==> src/rtl/audio_mix_n.sv <==
`default_nettype none
// ============================================================================
// audio_mix_n : time-multiplexed N-channel stereo mixer, gain/mute, saturation
// Option AUDIO_MIX_PEAK_EN adds decaying peak meters.        Rev 1.0
// ============================================================================
module audio_mix_n #(
   parameter int                NUM_CH      = 4,
   parameter int                IN_WIDTH    = 16,
   parameter int                OUT_WIDTH   = 16,
   parameter int                GAIN_WIDTH  = 8,
   parameter logic [NUM_CH-1:0] CH_SIGNED   = '0,
   parameter int                DECAY_SHIFT = 4
) (
   input  logic                                 clk,
   input  logic                                 reset,
   input  logic                                 sample_stb_i,
   input  logic [NUM_CH-1:0][IN_WIDTH-1:0]      ch_l_i,
   input  logic [NUM_CH-1:0][IN_WIDTH-1:0]      ch_r_i,
   input  logic [NUM_CH-1:0][GAIN_WIDTH-1:0]    ch_gain_i,
   input  logic [NUM_CH-1:0]                    ch_mute_i,
   output logic [OUT_WIDTH-1:0]                 audio_l_o,
   output logic [OUT_WIDTH-1:0]                 audio_r_o,
   output logic                                 valid_o,
   output logic                                 clip_o,
   output logic                                 overrun_o
`ifdef AUDIO_MIX_PEAK_EN
   ,
   output logic [OUT_WIDTH-2:0]                 peak_l_o,
   output logic [OUT_WIDTH-2:0]                 peak_r_o
`endif
);

   localparam int c_IDX_W = (NUM_CH > 1) ? $clog2(NUM_CH) : 1;
   localparam int c_ACC_W = IN_WIDTH + GAIN_WIDTH + $clog2(NUM_CH) + 1;
   localparam int c_SAT_W = (c_ACC_W > OUT_WIDTH) ? c_ACC_W : OUT_WIDTH + 1;
   localparam logic [c_IDX_W-1:0]        c_LAST = c_IDX_W'(NUM_CH - 1);
   localparam logic signed [c_SAT_W-1:0] c_MAX  =
      {{(c_SAT_W-OUT_WIDTH+1){1'b0}}, {(OUT_WIDTH-1){1'b1}}};
   localparam logic signed [c_SAT_W-1:0] c_MIN  = ~c_MAX;
   localparam logic [OUT_WIDTH-1:0]      c_OUT_MAX = {1'b0, {(OUT_WIDTH-1){1'b1}}};
   localparam logic [OUT_WIDTH-1:0]      c_OUT_MIN = {1'b1, {(OUT_WIDTH-1){1'b0}}};

   typedef enum logic [1:0] {
      S_IDLE  = 2'd0,
      S_ACCUM = 2'd1,
      S_SCALE = 2'd2
   } state_t;

   state_t                              state_q, state_d;
   logic [c_IDX_W-1:0]                  idx_q, idx_d;
   // index 0 = left, 1 = right throughout
   logic [NUM_CH-1:0][IN_WIDTH-1:0]     smp_q [2];
   logic [NUM_CH-1:0][IN_WIDTH-1:0]     smp_d [2];
   logic [NUM_CH-1:0][IN_WIDTH-1:0]     cap   [2];
   logic [NUM_CH-1:0][GAIN_WIDTH-1:0]   gain_q, gain_d, cap_gain;
   logic signed [c_ACC_W-1:0]           acc_q [2];
   logic signed [c_ACC_W-1:0]           acc_d [2];
   logic signed [c_ACC_W-1:0]           smp_x [2];
   logic signed [c_ACC_W-1:0]           prod  [2];
   logic signed [c_ACC_W-1:0]           gain_x;
   logic signed [c_SAT_W-1:0]           scaled [2];
   logic [OUT_WIDTH-1:0]                sat   [2];
   logic [OUT_WIDTH-1:0]                audio_q [2];
   logic [OUT_WIDTH-1:0]                audio_d [2];
   logic [1:0]                          clip_side;
   logic                                valid_q, valid_d;
   logic                                clip_q, clip_d;
   logic                                overrun_q, overrun_d;

   // Offset-binary channels get their MSB flipped so everything downstream is signed;
   // a muted channel is captured with zero gain.
   always_comb begin
      for (int n = 0; n < NUM_CH; n++) begin
         cap[0][n] = ch_l_i[n];
         cap[1][n] = ch_r_i[n];
         cap[0][n][IN_WIDTH-1] = ch_l_i[n][IN_WIDTH-1] ~^ CH_SIGNED[n];
         cap[1][n][IN_WIDTH-1] = ch_r_i[n][IN_WIDTH-1] ~^ CH_SIGNED[n];
         cap_gain[n] = ch_mute_i[n] ? '0 : ch_gain_i[n];
      end
   end

   always_comb begin
      gain_x = c_ACC_W'({1'b0, gain_q[idx_q]});
      for (int s = 0; s < 2; s++) begin
         smp_x[s]  = c_ACC_W'($signed(smp_q[s][idx_q]));
         prod[s]   = smp_x[s] * gain_x;
         scaled[s] = c_SAT_W'(acc_q[s] >>> (GAIN_WIDTH - 1));
         if (scaled[s] > c_MAX) begin
            sat[s]       = c_OUT_MAX;
            clip_side[s] = 1'b1;
         end else if (scaled[s] < c_MIN) begin
            sat[s]       = c_OUT_MIN;
            clip_side[s] = 1'b1;
         end else begin
            sat[s]       = scaled[s][OUT_WIDTH-1:0];
            clip_side[s] = 1'b0;
         end
      end
   end

   always_comb begin
      state_d   = state_q;
      idx_d     = idx_q;
      gain_d    = gain_q;
      valid_d   = 1'b0;
      clip_d    = 1'b0;
      overrun_d = overrun_q;
      for (int s = 0; s < 2; s++) begin
         smp_d[s]   = smp_q[s];
         acc_d[s]   = acc_q[s];
         audio_d[s] = audio_q[s];
      end

      case (state_q)
         S_IDLE: begin
            if (sample_stb_i) begin
               state_d = S_ACCUM;
               idx_d   = '0;
               gain_d  = cap_gain;
               for (int s = 0; s < 2; s++) begin
                  smp_d[s] = cap[s];
                  acc_d[s] = '0;
               end
            end
         end
         S_ACCUM: begin
            for (int s = 0; s < 2; s++) acc_d[s] = acc_q[s] + prod[s];
            idx_d = idx_q + 1'b1;
            if (idx_q == c_LAST) state_d = S_SCALE;
         end
         S_SCALE: begin
            for (int s = 0; s < 2; s++) audio_d[s] = sat[s];
            valid_d = 1'b1;
            clip_d  = |clip_side;
            state_d = S_IDLE;
         end
         default: state_d = S_IDLE;
      endcase

      // The SCALE->IDLE cycle still counts as busy.
      if (sample_stb_i && (state_q != S_IDLE)) overrun_d = 1'b1;
   end

   always_ff @(posedge clk) begin
      if (reset) begin
         state_q   <= S_IDLE;
         idx_q     <= '0;
         gain_q    <= '0;
         valid_q   <= 1'b0;
         clip_q    <= 1'b0;
         overrun_q <= 1'b0;
         for (int s = 0; s < 2; s++) begin
            smp_q[s]   <= '0;
            acc_q[s]   <= '0;
            audio_q[s] <= '0;
         end
      end else begin
         state_q   <= state_d;
         idx_q     <= idx_d;
         gain_q    <= gain_d;
         valid_q   <= valid_d;
         clip_q    <= clip_d;
         overrun_q <= overrun_d;
         for (int s = 0; s < 2; s++) begin
            smp_q[s]   <= smp_d[s];
            acc_q[s]   <= acc_d[s];
            audio_q[s] <= audio_d[s];
         end
      end
   end

   assign audio_l_o = audio_q[0];
   assign audio_r_o = audio_q[1];
   assign valid_o   = valid_q;
   assign clip_o    = clip_q;
   assign overrun_o = overrun_q;

`ifdef AUDIO_MIX_PEAK_EN
   logic [OUT_WIDTH-2:0] peak_q [2];
   logic [OUT_WIDTH-2:0] peak_d [2];
   logic [OUT_WIDTH-2:0] mag    [2];
   logic [OUT_WIDTH-1:0] neg    [2];

   // The most negative code has no positive twin, so its magnitude clamps to full scale.
   always_comb begin
      for (int s = 0; s < 2; s++) begin
         neg[s]    = -sat[s];
         peak_d[s] = peak_q[s];
         if (sat[s] == c_OUT_MIN)       mag[s] = '1;
         else if (sat[s][OUT_WIDTH-1])  mag[s] = neg[s][OUT_WIDTH-2:0];
         else                           mag[s] = sat[s][OUT_WIDTH-2:0];
         if (state_q == S_SCALE) begin
            if (mag[s] > peak_q[s]) peak_d[s] = mag[s];
            else                    peak_d[s] = peak_q[s] - (peak_q[s] >> DECAY_SHIFT);
         end
      end
   end

   always_ff @(posedge clk) begin
      if (reset) begin
         for (int s = 0; s < 2; s++) peak_q[s] <= '0;
      end else begin
         for (int s = 0; s < 2; s++) peak_q[s] <= peak_d[s];
      end
   end

   assign peak_l_o = peak_q[0];
   assign peak_r_o = peak_q[1];
`endif

endmodule
`default_nettype wire

==> config.mk <==
export PLATFORM = sky130hd
export DESIGN_NAME = audio_mix_n
export DESIGN_NICKNAME = d
export VERILOG_FILES = /design/src/rtl/audio_mix_n.sv
export SDC_FILE = /design/constraint.sdc
export NUM_CORES = 1
export LEC_CHECK = 0
export CAP_MARGIN = 5
export CORE_MARGIN = 2
export CORE_UTILIZATION = 55
export DETAILED_ROUTE_END_ITERATION = 8
export PLACE_DENSITY = 0.88
export SLEW_MARGIN = 20
export SYNTH_ARGS = -nofsm -noshare
export SYNTH_HDL_FRONTEND = slang
export SYNTH_SLANG_ARGS = --single-unit
==> constraint.sdc <==
create_clock -name clk -period 6.6 [get_ports clk]
set_clock_uncertainty 0.05 [all_clocks]
set_input_delay 0.66 -clock clk [delete_from_list [all_inputs] [get_ports clk]]
set_output_delay 0.66 -clock clk [all_outputs]
set_load 0.01 [all_outputs]
# --- Yosys cells after proc, flatten, opt, wreduce, memory -nomap -nowiden ---
# Memory sizes are Yosys's and may differ from the RTL's.
# Index checks and enable logic that the tools add are counted.
word_totals:
  ff_bits: 39
  mem_bits_rw: 214
  word_cells: 89
  memories: 3
classes:
  addsub: 3
  multipliers: 2
  n_lt_le_gt_ge: 5
  n_eq_ne: 5
  muxes: 38
  bitwise_logic: 15
  reduce_logical: 9
mem_list:
  columns: ["name", "words", "width", "read_ports", "rd_clocked_by_memory_dff", "wr", "line_no", "source"]
  rows:
  - ["smp_q", 2, 64, 2, 0, 2, "52", "logic [NUM_CH-1:0][IN_WIDTH-1:0] smp_q [2];"]
  - ["acc_q", 2, 27, 2, 0, 2, "56", "logic signed [c_ACC_W-1:0] acc_q [2];"]
  - ["audio_q", 2, 16, 2, 0, 2, "63", "logic [OUT_WIDTH-1:0] audio_q [2];"]
op_table:
  columns: ["op", "n"]
  rows:
  - ["$mux 128", 2]
  - ["$mux 16", 8]
  - ["$mux 64", 2]
  - ["$pmux 54 s2", 1]
  - ["$bmux 16 s2", 2]
  - ["$add 27x25->27", 2]
  - ["$mux 27", 2]
  - ["$mux 54", 1]
  - ["$mul 16x9->25", 2]
  - ["$gt 20x16->1 const B", 2]
  - ["$lt 20x16->1 const B", 2]
  - ["$mux 8", 5]
  - ["$mux 32", 1]
  - ["$bmux 8 s2", 1]
  - ["$not 1->1", 9]
  - ["$mux 1", 8]
  - ["$pmux 2 s2", 2]
  - ["$mux 2", 3]
  - ["$or 1x1->1", 6]
  - ["$reduce_and 2->1", 3]
  - ["$eq 2x2->1 const B", 2]
  - ["$ne 2x2->1 const B", 2]
  - ["$reduce_bool 2->1", 2]
  - ["$reduce_or 2->1", 2]
  - ["5 further kinds", 5]

# --- Logic depth before layout (Yosys ltp) ---
# Gate-level depths: netlist of run 1.
# An unclocked memory read counts as a cell.
depth:
  depth_word: 7
  ltp_mapped: 26
  mapped_depth_nobuf: 23

# --- Worst setup path after synthesis of run 1 ---
# OpenSTA, ideal clock, no wires.
synth_timing:
  path_kind: "register -> register"
  startpoint: "register idx_q[0]"
  endpoint: "memory acc_q[0][20] (netlist bit)"
  setup_time_ns: 0.117
  arrival_time_ns: 5.804
  required_ns: 6.433
  path_slack_ns: 0.629
  path_stages_with_launch: 24
  n_path_buf: 5
  synth_period_minus_slack_ns: 5.971
  cell_sequence: "dfxtp_1 > clkbuf_1 > buf_2 > clkbuf_1 > buf_2 > nand2_1 > o21ai_0 > nor2_1 > fa_1 > fa_1 > fa_1 > fa_1 > inv_1 > fa_1 > inv_1 > ha_1 > buf_2 > a21oi_1 > o21ai_0 > a31oi_1 > a21oi_1 > o21a_1 > or3_1 > a32o_1"
synth_rtl:
  columns: ["element", "line_no", "source"]
  rows:
  - ["start, declared", "50", "logic [c_IDX_W-1:0] idx_q, idx_d;"]
  - ["start signal, assigned", "159", "idx_q <= idx_d;"]
  - ["end, declared", "56", null]

==> results of run 1 <==
==> cell usage in the layout, fill, tap and decap left out, types with 32 or more instances in the layout <==
cell | netlist | final
nand3b_1 | 32 | 32
dfxtp_1 | 253 | 251
a21oi_1 | 251 | 250
ha_1 | 119 | 119
o211ai_1 | 32 | 32
clkdlybuf4s50_1 | 0 | 200
nor2_1 | 85 | 85
and2_1 | 103 | 102
buf_4 | 2 | 47
fa_1 | 254 | 254
o21ai_0 | 59 | 58
inv_1 | 359 | 359
nand2_1 | 514 | 513
==> final cells by class <==
class	count	share of cell area, %
Sequential cell	253	20.6
Clock inverter	17	0.882
Tap cell	511	2.59
Multi-Input combinational cell	1753	57.8
Inverter	359	5.46
Timing Repair Buffer	251	9.83
Clock buffer	31	2.92
==> timing repair <==
item / 4_1_cts / 5_1_grt
resized for setup: 0 / 6
buffers inserted: 0 / 3
setup endpoints to repair: 0 / 15
==> worst paths after layout <==
check	start	endpoint	slack (ns)
max	idx_q[0]	acc_q[0][49]	0.16
min	audio_q[0][8]	audio_q[0][8]	0.40
max reg2reg	idx_q[0]	acc_q[0][49]	0.16
min reg2reg	audio_q[0][8]	audio_q[0][8]	0.40
==> layer usage <==
metal  global-route usage, %  up-vias  routed length, um
li1                        -     8276                  -
met2                    43.7      777              24300
met3                    4.02       98               4270
met4                    7.16        0               1260
met1                    38.9     8422              23800
met5                       0        -                  0
==> metrics by stage <==
step	cells	util (%)	instance area [um^2]	hold WS, ns
after floorplan	2494	-	21100	0.378
final	3175	65.4	24700	0.399
after global placement	3124	62.7	23700	0.389
after global routing	3175	65.4	24700	0.416
after CTS	3172	65.2	24600	0.403
after detailed placement	3124	62.7	23700	0.395
==> state kept, by name, summed over array words and instances, names as in the netlist <==
signal / count
audio_q: 32
gain_q: 32
acc_q: 54
smp_q: 128
state_q: 2
valid_o: 1
clip_o: 1
overrun_o: 1
idx_q: 2
==> cell families after synthesis <==
group	Yosys count	synth area share, %
simple gates	826	17.4
buf+inv	488	8.79
compound gates	454	12.6
fa+ha+maj	373	31.1
flops	253	24.0
mux	58	4.37
xor+xnor	42	1.74
==> report_power, final <==
part	total [mW]	switching (mW)	leakage, nW	internal, mW
logic	1.35	0.806	8.58	0.546
clock network	1.62	0.676	0.456	0.946
registers	1.68	0.0669	2.07	1.61
==> worst min-delay path, cell delays in order (launching register included) <==
cell     delay (ns)
dfxtp_1        0.31
nand2_1        0.05
a21oi_1        0.05
==> cell usage after synthesis, drive strengths merged, types with 9 or more instances <==
master / count / area, um^2
nor2b: 9 / 63.8
a211oi: 11 / 87.6
o21ai: 72 / 364
ha: 119 / 1490
o211ai: 32 / 240
mux4: 26 / 586
xnor2: 25 / 219
nand3b: 32 / 240
and3: 9 / 56.3
o21a: 17 / 128
dfxtp: 253 / 5060
inv: 359 / 1350
mux2i: 18 / 180
fa: 254 / 5080
a21oi: 251 / 1260
a31oi: 14 / 87.6
and2: 103 / 644
nor2: 85 / 319
a21o: 18 / 135
mux2: 14 / 158
clkbuf: 102 / 383
nand3: 30 / 150
xor2: 17 / 149
nand2: 514 / 1930
nand2b: 10 / 62.6
buf: 27 / 128
nand4: 9 / 56.3
==> results.py, run 1 <==
metrics = {
    "run_status": {
        "outcome": "complete, no violations",
    },
    "clock_tree": {
        "path_clk_slew_ns": 0.07,
        "htreeDepth": 1,
        "cts.sinks": 253,
        "cts_hold_buf": 0,
        "cts_tree": "built",
        "cts_root_buf": "clkbuf_16",
        "clk_latency_ns": 0.57,
        "cts_buffers": 27,
        "clockBufferDepth": 3,
    },
    "sta": {
        "setup_violations": 0,
        "layout_setup_ws_ns": 0.164,
        "report.final.slew_viol_count": 0,
        "rsz0062_at_grt": "yes",
        "hold_viol": 0,
        "tightest_slew_ns": 1.08,
        "fin_crit_ns": 6.44,
        "max_slew_margin_pct": 28.1,
        "min_period_over_period_pct": 97.5,
        "fmax_ghz": 0.155,
        "fin_tns_setup_ns": 0,
    },
    "final_layout": {
        "antenna_cells": 0,
        "drive_above_1_share_pct": 6.01,
        "multi_input_area_um2": 14300,
        "syn_to_final_growth_pct": 16.7,
        "seq_area_um2": 5070,
        "n_fill_cell": 2933,
        "nets": 3185,
    },
    "grt": {
        "grt_max_degree": 116,
        "grt-ovfl-total": 0,
        "grt_usage_pct": 27.2,
        "grt_pass1_vias": 17900,
        "grt_pass1_wl_um": 88100,
        "antenna_found_initial": 0,
    },
    "die": {
        "io_pins": 202,
        "coreArea_um2": 37800,
        "rows": 71,
        "start_util_pct": 56.0,
        "dieWidth_um": 200,
        "dieArea_um2": 40000,
        "fp.dieH_um": 200,
    },
    "critical_path": {
        "cp_num_buf_inv": 4,
        "critPathTopFamily": "adder cells",
        "crit_top_cell": "fa_1",
        "crit_cells": 19,
        "cp.arrival_ns": 6.76,
        "slowest_stage": "mux4_2",
        "path_max_fanout": 23,
        "cp_cell_sequence": "buf_12 > buf_12 > mux4_2 > and2_1 > fa_1 > fa_1 > fa_1 > fa_1 > inv_1 > fa_1 > inv_1 > ha_1 > a21o_1 > a31o_2 > a221oi_2 > o21ai_1 > a21boi_0 > xor2_1 > o21ai_0",
        "cp-start-kind": "register",
        "cp-end-kind": "register",
        "max_stage_delay_ns": 0.60,
        "reg2reg_depth": 19,
        "worstPathRequired_ns": 6.93,
        "worstSetupPathType": "reg -> reg",
    },
    "yosys": {
        "synth.distinct_cells": 61,
        "synth_fp_nets": 3034,
        "syn_avg_cell_area_um2": 8.48,
        "ys_warn_count": 0,
        "syn-instance-count": 2494,
        "ys.flop_type": "dfxtp_1",
        "ys_ff_latch": 253,
        "syn-cell-area_um2": 21100,
        "synth-edff-count": 0,
        "synthArstFlopShare_pct": 0,
        "synth-seq-area-share_pct": 24.0,
    },
    "pwr": {
        "cellPowerDensity_nw_per_um2": 189,
        "ir_drop_uv": 178,
        "leakage_nw": 11.1,
        "total_power_mw": 4.65,
    },
    "routing": {
        "wirelength_um": 53600,
        "vias": 17600,
        "drtIter0Drc": 1247,
        "routed_via_density": 5.53,
        "drtAntennaViolNets": 0,
        "route.detailed.drc": 0,
        "wl_per_cell_um": 16.9,
        "drt_pass1_iterations": 6,
    },
    "worst_hold_path": {
        "hold_path_class": "reg -> reg",
        "hold_depth": 2,
    },
    "placement": {
        "detailed_place_hpwl_um": 41900,
        "dp_slack_ns": 0.165,
        "gp_congestion": 0.917,
        "port_buffers": 201,
    },
    "run": {
        "drv_cap": 0,
    },
}
Power figures use the tool's default switching activity.
==> run 2, diff against run 1 <==
--- a/config.mk
+++ b/config.mk
@@ -6,7 +6,6 @@
 export NUM_CORES = 1
 export LEC_CHECK = 0
 export CAP_MARGIN = 5
-export CORE_MARGIN = 2
 export CORE_UTILIZATION = 55
 export DETAILED_ROUTE_END_ITERATION = 8
 export PLACE_DENSITY = 0.88
==> run 2 against run 1 <==
Cell area grew 0.47%. Sequential power barely moved. Largest power group unchanged. Highest routed layer unchanged. Die area fell by 2.0%. Largest cell class unchanged. Fmax rose by 2.6%. Register-to-register slack improved by 0.16 ns. First-iteration DRC count decreased by 3.0%. Sequential cell count is the same. Via count about the same. Hold slack better by 0.0031 ns. Non-clock buffer count rose by 16. Combinational power about the same. Worst setup slack gained 0.16 ns.
==> results.py, run 2 (same netlist as run 1, synthesis figures left out) <==
metrics = {
    "placement": {
        "gp_congestion": 0.930,
        "place_area_um2": 23800,
        "detailed_place_hpwl_um": 42000,
        "port_buffers": 201,
    },
    "critical_path": {
        "cp.arrival_ns": 6.67,
        "path_max_fanout": 14,
        "worstPathRequired_ns": 6.99,
        "r2r_start": "idx_q[1]",
        "cp-end-kind": "register",
        "cp-start-kind": "register",
        "worstSetupPathType": "reg -> reg",
        "crit_path_start": "idx_q[1]",
        "rrSetupSlack_ns": 0.33,
    },
    "die": {
        "coreArea_um2": 37800,
        "dieWidth_um": 198,
        "io_pins": 202,
        "rows": 71,
        "fp.dieH_um": 198,
        "start_util_pct": 56.0,
        "dieArea_um2": 39200,
    },
    "final_layout": {
        "syn_to_final_growth_pct": 17.3,
        "antenna_cells": 0,
        "finalInstanceArea_um2": 24800,
        "layout_common_cells": "nand2_1 (513), inv_1 (359), fa_1 (254), a21oi_1 (251), dfxtp_1 (251)",
        "nets": 3201,
        "final_common_cell": "nand2_1",
        "reg.largest.list": "smp_q x128, acc_q x54",
        "seq_area_um2": 5070,
        "largest_register": "smp_q",
        "n_fill_cell": 2924,
        "largest_reg_flops": 128,
        "multi_input_area_um2": 14300,
        "drive_above_1_share_pct": 6.57,
    },
    "clock_tree": {
        "cts_hold_buf": 0,
        "htreeDepth": 1,
        "clk_latency_ns": 0.56,
        "cts_root_buf": "clkbuf_16",
        "path_clk_slew_ns": 0.06,
        "cts_tree": "built",
        "clockBufferDepth": 3,
        "cts.sinks": 253,
        "cts_buffers": 26,
    },
    "run": {
        "drv_cap": 0,
    },
    "routing": {
        "vias": 17600,
        "drt_pass1_iterations": 5,
        "wl_per_cell_um": 16.8,
        "drtAntennaViolNets": 0,
        "dr_wl_met2_um": 24200,
        "wl_met3_um": 4090,
        "drtIter0Drc": 1209,
        "routed_via_density": 5.50,
        "wirelength_um": 53600,
        "topRoutingLayerUsed": "met4",
        "route.detailed.drc": 0,
        "wl_met1_um": 24000,
    },
    "pwr": {
        "leakage_nw": 11.2,
        "cellPowerDensity_nw_per_um2": 186,
        "ir_drop_uv": 162,
    },
    "sta": {
        "fmax_ghz": 0.159,
        "fin_tns_setup_ns": 0,
        "rsz0062_at_grt": "no",
        "fin_crit_ns": 6.27,
        "report.final.slew_viol_count": 0,
        "tightest_slew_ns": 1.06,
        "setup_violations": 0,
        "hold_viol": 0,
        "min_period_over_period_pct": 95.1,
        "max_slew_margin_pct": 29.6,
    },
    "worst_hold_path": {
        "hp-start": "audio_q[0][10]",
        "hold_path_class": "reg -> reg",
    },
    "grt": {
        "grt_usage_pct": 27.5,
        "grt_pass1_wl_um": 87200,
        "grt_max_degree": 87,
        "antenna_found_initial": 0,
        "grt_pass1_vias": 17500,
        "grt-ovfl-total": 0,
    },
    "run_status": {
        "outcome": "complete, no violations",
    },
}
==> run 2: area by class of cell <==
| type | count | share of cell area [%] |
|---|---|---|
| multi-input cells | 1754 | 57.6 |
| flip-flops and latches | 253 | 20.5 |
| repair buffers | 267 | 10.3 |
| inverters | 359 | 5.44 |
| clock buffers | 32 | 2.92 |
| well taps | 511 | 2.58 |
| clock inverters | 15 | 0.707 |
==> run 2: path summary, 6_finish.rpt <==
path,endpoint,cells after the start
min,audio_q[0][10],2
max reg2reg,acc_q[0][23],20
max,acc_q[0][23],20
min reg2reg,audio_q[0][10],2
==> run 2: what timing repair did <==
action,in CTS,in global routing
setup buffers,0,4
hold endpoints to repair,0,0
setup endpoints to repair,0,14
gates resized for setup,0,8
==> run 2: metal layers <==
metal | track usage [%] | up-vias
met4 | 7.12 | 0
met2 | 43.6 | 747
met3 | 3.61 | 98
met5 | 0 | -
met1 | 39.7 | 8396
li1 | - | 8318
==> run 2: worst max-delay path, stage by stage, from the launching register on <==
cell and delay (ns):
dfxtp_2 0.32, buf_4 0.18, mux4_2 0.73, buf_4 0.25
nand2_1 0.12, inv_1 0.07, fa_1 0.46, fa_1 0.51
fa_1 0.52, fa_1 0.49, inv_1 0.05, fa_1 0.47
inv_1 0.04, ha_1 0.36, a21oi_1 0.20, nor2_1 0.08
a211oi_2 0.29, o21ai_0 0.13, a31o_2 0.26, or3_1 0.34
a32o_1 0.24
==> run 2: power by group <==
group,total [mW],switching (mW),internal [mW]
Clock,1.56,0.654,0.904
Sequential,1.68,0.0649,1.61
Combinational,1.38,0.822,0.559
==> run 2: stage by stage <==
stage | util [%] | std cells | power (mW) | hold slack (ns) | setup WS, ns
2_1_floorplan | - | 2494 | 2.62 | 0.378 | 0.629
3_3_place_gp | 63.0 | 3139 | 3.00 | 0.389 | 0.298
3_5_place_dp | 63.0 | 3139 | 3.07 | 0.393 | 0.178
4_1_cts | 65.4 | 3186 | 4.62 | 0.402 | 0.186
5_1_grt | 65.7 | 3191 | 4.87 | 0.420 | 0.0203
6_report | 65.7 | 3191 | 4.62 | 0.402 | 0.325
